==> config.mk <==
export PLATFORM = sky130hd
export DESIGN_NAME = fetch_sequencer
export DESIGN_NICKNAME = d
export VERILOG_FILES = /design/src/rtl/rv_pkg.sv /design/src/rtl/opcode_check.sv /design/src/rtl/fetch_sequencer.sv
export SDC_FILE = /design/constraint.sdc
export NUM_CORES = 1
export LEC_CHECK = 0
export ABC_AREA = 1
export BUFFER_PORTS_ARGS = -buffer_cell sky130_fd_sc_hd__buf_2
export CAP_MARGIN = 20
export CORE_UTILIZATION = 52
export CTS_BUF_LIST = sky130_fd_sc_hd__clkbuf_16
export DETAILED_ROUTE_END_ITERATION = 10
export HOLD_SLACK_MARGIN = 0.1
export PLACE_DENSITY = 0.79
export SKIP_CTS_REPAIR_TIMING = 1
export SYNTH_ARGS = -nofsm -noshare
export SYNTH_HDL_FRONTEND = slang
export SYNTH_SLANG_ARGS = --single-unit
==> constraint.sdc <==
create_clock -name clk -period 2.1 [get_ports clk]
set_input_delay 0.42 -clock clk [delete_from_list [all_inputs] [get_ports clk]]
set_output_delay 0.42 -clock clk [all_outputs]
set_load 0.1 [all_outputs]
==> src/rtl/rv_pkg.sv <==
// Shared RV32I front-end definitions: base opcodes, fetch FSM states, canonical NOP.
package rv_pkg;

  localparam logic [6:0] OP_LUI    = 7'b0110111;
  localparam logic [6:0] OP_AUIPC  = 7'b0010111;
  localparam logic [6:0] OP_JAL    = 7'b1101111;
  localparam logic [6:0] OP_JALR   = 7'b1100111;
  localparam logic [6:0] OP_BRANCH = 7'b1100011;
  localparam logic [6:0] OP_LOAD   = 7'b0000011;
  localparam logic [6:0] OP_STORE  = 7'b0100011;
  localparam logic [6:0] OP_IMM    = 7'b0010011;
  localparam logic [6:0] OP_REG    = 7'b0110011;
  localparam logic [6:0] OP_FENCE  = 7'b0001111;
  localparam logic [6:0] OP_SYSTEM = 7'b1110011;

  localparam logic [31:0] NOP_INSN = 32'h0000_0013;

  typedef enum logic [2:0] {
    ST_IDLE,
    ST_FETCH,
    ST_WAIT,
    ST_HOLD,
    ST_DRAIN,
    ST_FAULT
  } fetch_state_t;

endpackage

==> src/rtl/opcode_check.sv <==
// Combinational RV32I base-opcode legality check; shared by fetch and decode.
module opcode_check
  import rv_pkg::*;
(
  input  logic [6:0] opcode_i,
  output logic       legal_o
);

  always_comb begin
    legal_o = 1'b0;
    case (opcode_i)
      OP_LUI, OP_AUIPC, OP_JAL, OP_JALR, OP_BRANCH, OP_LOAD,
      OP_STORE, OP_IMM, OP_REG, OP_FENCE, OP_SYSTEM: legal_o = 1'b1;
      default: legal_o = 1'b0;
    endcase
  end

endmodule

==> src/rtl/fetch_sequencer.sv <==
// Single-outstanding instruction fetch with an IF/ID holding register and redirect handling.
// Outputs are decoded purely from registered state; a redirect never reaches an output combinationally.
module fetch_sequencer
  import rv_pkg::*;
#(
  parameter logic [31:0] RESET_PC = 32'h0000_0000
) (
  input  logic        clk,
  input  logic        reset,
  output logic        imem_req,
  output logic [31:0] imem_addr,
  input  logic        imem_rvalid,
  input  logic [31:0] imem_insn,
  input  logic        redirect_valid,
  input  logic [31:0] redirect_pc,
  input  logic        id_ready,
  output logic        id_valid,
  output logic [31:0] id_insn,
  output logic [31:0] id_pc,
  output logic        id_illegal,
  output logic        fetch_fault,
  output logic [31:0] insn_count
);

  fetch_state_t state_q, state_d;
  logic [31:0]  pc_q, pc_d;
  logic [31:0]  insn_q, insn_d;
  logic [31:0]  ipc_q, ipc_d;
  logic         ill_q, ill_d;
  logic [31:0]  cnt_q, cnt_d;
  logic         op_legal;
  logic         redir_act;

  opcode_check u_opcode_check (
    .opcode_i (imem_insn[6:0]),
    .legal_o  (op_legal)
  );

  assign redir_act = redirect_valid && (state_q != ST_FAULT);

  always_comb begin
    state_d = state_q;
    pc_d    = pc_q;
    insn_d  = insn_q;
    ipc_d   = ipc_q;
    ill_d   = ill_q;
    cnt_d   = cnt_q;

    // A handshake completes whenever the word is held and decode takes it, redirect or not.
    if (state_q == ST_HOLD && id_ready) begin
      cnt_d = cnt_q + 32'd1;
    end

    case (state_q)
      ST_IDLE:  state_d = ST_FETCH;
      ST_FETCH: state_d = ST_WAIT;
      ST_WAIT: begin
        if (imem_rvalid && !redirect_valid) begin
          insn_d  = imem_insn;
          ipc_d   = pc_q;
          ill_d   = !op_legal;
          pc_d    = pc_q + 32'd4;
          state_d = ST_HOLD;
        end
      end
      ST_HOLD:  if (id_ready) state_d = ST_FETCH;
      ST_DRAIN: if (imem_rvalid) state_d = ST_FETCH;
      ST_FAULT: state_d = ST_FAULT;
      default:  state_d = ST_IDLE;
    endcase

    if (redir_act) begin
      if (redirect_pc[1:0] != 2'b00) begin
        pc_d    = pc_q;
        state_d = ST_FAULT;
      end else begin
        pc_d = redirect_pc;
        // Any request whose response is still outstanding must be swallowed in DRAIN.
        case (state_q)
          ST_FETCH:          state_d = ST_DRAIN;
          ST_WAIT, ST_DRAIN: state_d = imem_rvalid ? ST_FETCH : ST_DRAIN;
          default:           state_d = ST_FETCH;
        endcase
      end
    end
  end

  always_ff @(posedge clk) begin
    if (reset) begin
      state_q <= ST_IDLE;
      pc_q    <= RESET_PC;
      insn_q  <= NOP_INSN;
      ipc_q   <= 32'h0;
      ill_q   <= 1'b0;
      cnt_q   <= 32'h0;
    end else begin
      state_q <= state_d;
      pc_q    <= pc_d;
      insn_q  <= insn_d;
      ipc_q   <= ipc_d;
      ill_q   <= ill_d;
      cnt_q   <= cnt_d;
    end
  end

  assign imem_req    = (state_q == ST_FETCH);
  assign imem_addr   = (state_q == ST_FETCH) ? pc_q : 32'h0;
  assign id_valid    = (state_q == ST_HOLD);
  assign id_insn     = insn_q;
  assign id_pc       = ipc_q;
  assign id_illegal  = ill_q;
  assign fetch_fault = (state_q == ST_FAULT);
  assign insn_count  = cnt_q;

endmodule
==> flow_metrics.py <==
metrics = {
    "status": {
        "status": "finished with violations",
        "violations": "negative setup slack",
    },
    "floorplan": {
        "die_w_um": 115,
        "rows": 40,
        "initial_utilization": 0.542,
        "die_area_mm2": 0.0132,
        "fp.coreArea_mm2": 0.0122,
        "ios": 201,
        "die_h_um": 115,
    },
    "routing": {
        "first_iter_violations": 706,
        "via_per_inst": 5.30,
        "vias": 7488,
        "drcViolationCount": 0,
        "wl_um": 20500,
        "wl_per_cell_um": 14.5,
        "final_antenna_net_count": 0,
        "firstDrtPassIters": 5,
    },
    "clocking": {
        "clock-sinks": 132,
        "clkTransAtPathRegs_ns": 0.06,
        "cts_buffer_depth": 2,
        "clk_latency_ns": 0.42,
        "numCtsBuffers": 17,
        "htree_levels": 4,
        "root_buffer": "clkbuf_16",
        "cts_tree": "built",
    },
    "yosys": {
        "synth.ff_latch_count": 132,
        "async_flop_share": 0,
        "syn_inst": 1032,
        "synth.yosys.seq_area_share": 0.399,
        "avgSynthCellArea_um2": 6.42,
        "synth_cell_types": 35,
        "synth-edff-count": 0,
        "ys.flop_type": "dfxtp_1",
        "syn_nets": 1103,
        "ys_warn_count": 0,
        "netlist_area_mm2": 0.00662,
    },
    "place": {
        "dp_hpwl_um": 14100,
        "gp_congestion": 0.894,
        "io_buffers": 200,
    },
    "worst_hold_path": {
        "whs_path_depth": 3,
        "hold_path_class": "in -> reg",
        "whs_endpoint": "id_insn[0]",
        "worstHoldStart": "imem_insn[0]",
    },
    "sta": {
        "timing.max_slew.rel_slack": 0.644,
        "setup_viol": 16,
        "period_share": 1.01,
        "holdWs_ns": 0.216,
        "tns_ns": -0.145,
        "skew_ns": 0.00706,
        "setup_ws_ns": -0.0240,
        "drv_slew": 0,
        "tightestPinTransition_ns": 0.538,
        "hold_violations": 0,
        "rsz0062_at_grt": "true",
        "max_clock_freq_ghz": 0.471,
        "period_needed_ns": 2.12,
    },
    "pwr": {
        "powerDensity_mw_per_mm2": 742,
        "p_leak_nw": 3.94,
        "ir_drop_v": 0.000637,
        "design_power_total_mw": 6.95,
    },
    "finish": {
        "final_cell_mix": "249 x nand2_1, 167 x buf_2, 156 x nor2_1",
        "layout_commonest_cell": "nand2_1",
        "area_growth_pct": 41.5,
        "final_core_util": 0.767,
        "drive_gt1_frac": 0.258,
        "fin_nets": 1303,
        "antennaDiodeCount": 0,
    },
    "flow_run": {
        "drv_cap": 0,
    },
    "global_route": {
        "track_usage": 0.306,
        "grt-ovfl-total": 0,
        "grt_pass1_vias": 6641,
        "antenna_found_initial": 2,
        "grt_pass1_wl_um": 31800,
        "grt_start_max_net_pins": 51,
    },
    "critical_path": {
        "crit_path_start_kind": "register",
        "cp.required_ns": 1.68,
        "reg2reg_depth": 9,
        "crit_arrival_ns": 1.70,
        "endpoint_kind": "primary output",
        "worst-setup-path-type": "reg -> out",
        "r2r_start": "state_q[0]",
        "r2r_end": "id_pc[9]",
        "reg2reg_setup_slack_ns": 0.19,
        "cp_max_fo": 7,
    },
}
==> worst max-delay path, cell delays in order, from the launching register on <==
cell and delay (ns):
dfxtp_4 0.36, inv_4 0.06, nand2_4 0.05, nor2_4 0.19, clkinv_8 0.13, buf_12 0.18
nor2_4 0.12, buf_12 0.18
==> synth_stat cells, drive strengths merged, types with 2 or more instances <==
| master | instances | area [um2] |
|---|---|---|
| dfxtp | 132 | 2640 |
| nand2 | 254 | 973 |
| ha | 2 | 25.0 |
| inv | 98 | 373 |
| nand3b | 4 | 30.0 |
| nor3 | 12 | 65.1 |
| o21ai | 103 | 515 |
| o21a | 2 | 15.0 |
| or2 | 4 | 25.0 |
| nand3 | 66 | 335 |
| buf | 18 | 120 |
| xor2 | 5 | 43.8 |
| nor2 | 195 | 752 |
| o21bai | 2 | 15.0 |
| o211ai | 3 | 22.5 |
| nor3b | 2 | 15.0 |
| a21oi | 89 | 445 |
| clkbuf | 26 | 97.6 |
| a31oi | 2 | 12.5 |
| nand4 | 9 | 71.3 |
==> kinds of logic after synthesis <==
| logic type | synth area share |
|---|---|
| xor+xnor | 0.00661 |
| simple gates | 0.344 |
| buf+inv | 0.0892 |
| compound gates | 0.157 |
| flops | 0.399 |
| fa+ha+maj | 0.00378 |
==> state kept, by name (all words and copies together) (netlist names) <==
signal and flops:
id_insn 32, pc_q 32, id_illegal 1, state_q 3, insn_count 32, id_pc 32
==> power breakdown <==
part / internal (mW) / switching [mW] / leakage (nW)
clock: 2.32 / 1.09 / 0.337
combinational: 0.277 / 0.667 / 2.53
sequential: 2.56 / 0.0460 / 1.07
==> layer usage <==
layer | global-route usage | vias to the layer above | wire [um]
li1 | - | 3712 | -
met1 | 0.391 | 3418 | 8680
met2 | 0.505 | 327 | 9740
met3 | 0.0770 | 29 | 1750
met4 | 0.106 | 2 | 338
met5 | 0 | - | 11
==> layout make-up <==
type	count	area (um2)
Clock buffer	17	425
Multi-Input combinational cell	758	3650
Fill cell	942	2840
Tap cell	168	210
Timing Repair Buffer	225	1800
Inverter	98	388
Clock inverter	15	245
Sequential cell	132	2660
==> worst max-delay path by stage <==
stage,startpoint,cells after the start,end
final,state_q[1],7,imem_addr[15]
after global placement,insn_count[0],10,insn_count[14]
after global routing,state_q[1],7,imem_addr[15]
after CTS,state_q[1],7,imem_addr[4]
after floorplan,state_q[1],6,imem_addr[10]
after detailed placement,pc_q[3],10,pc_q[26]
==> through the flow <==
stage,area (um2),setup slack [ns],std cells
floorplan,6960,-0.205,1032
global placement,8500,0.348,1374
detailed placement,8500,0.276,1374
CTS,9170,-0.161,1406
global route,9370,-0.0665,1413
finish,9370,-0.0240,1413
Note: power is estimated with default switching activity, not from simulation.
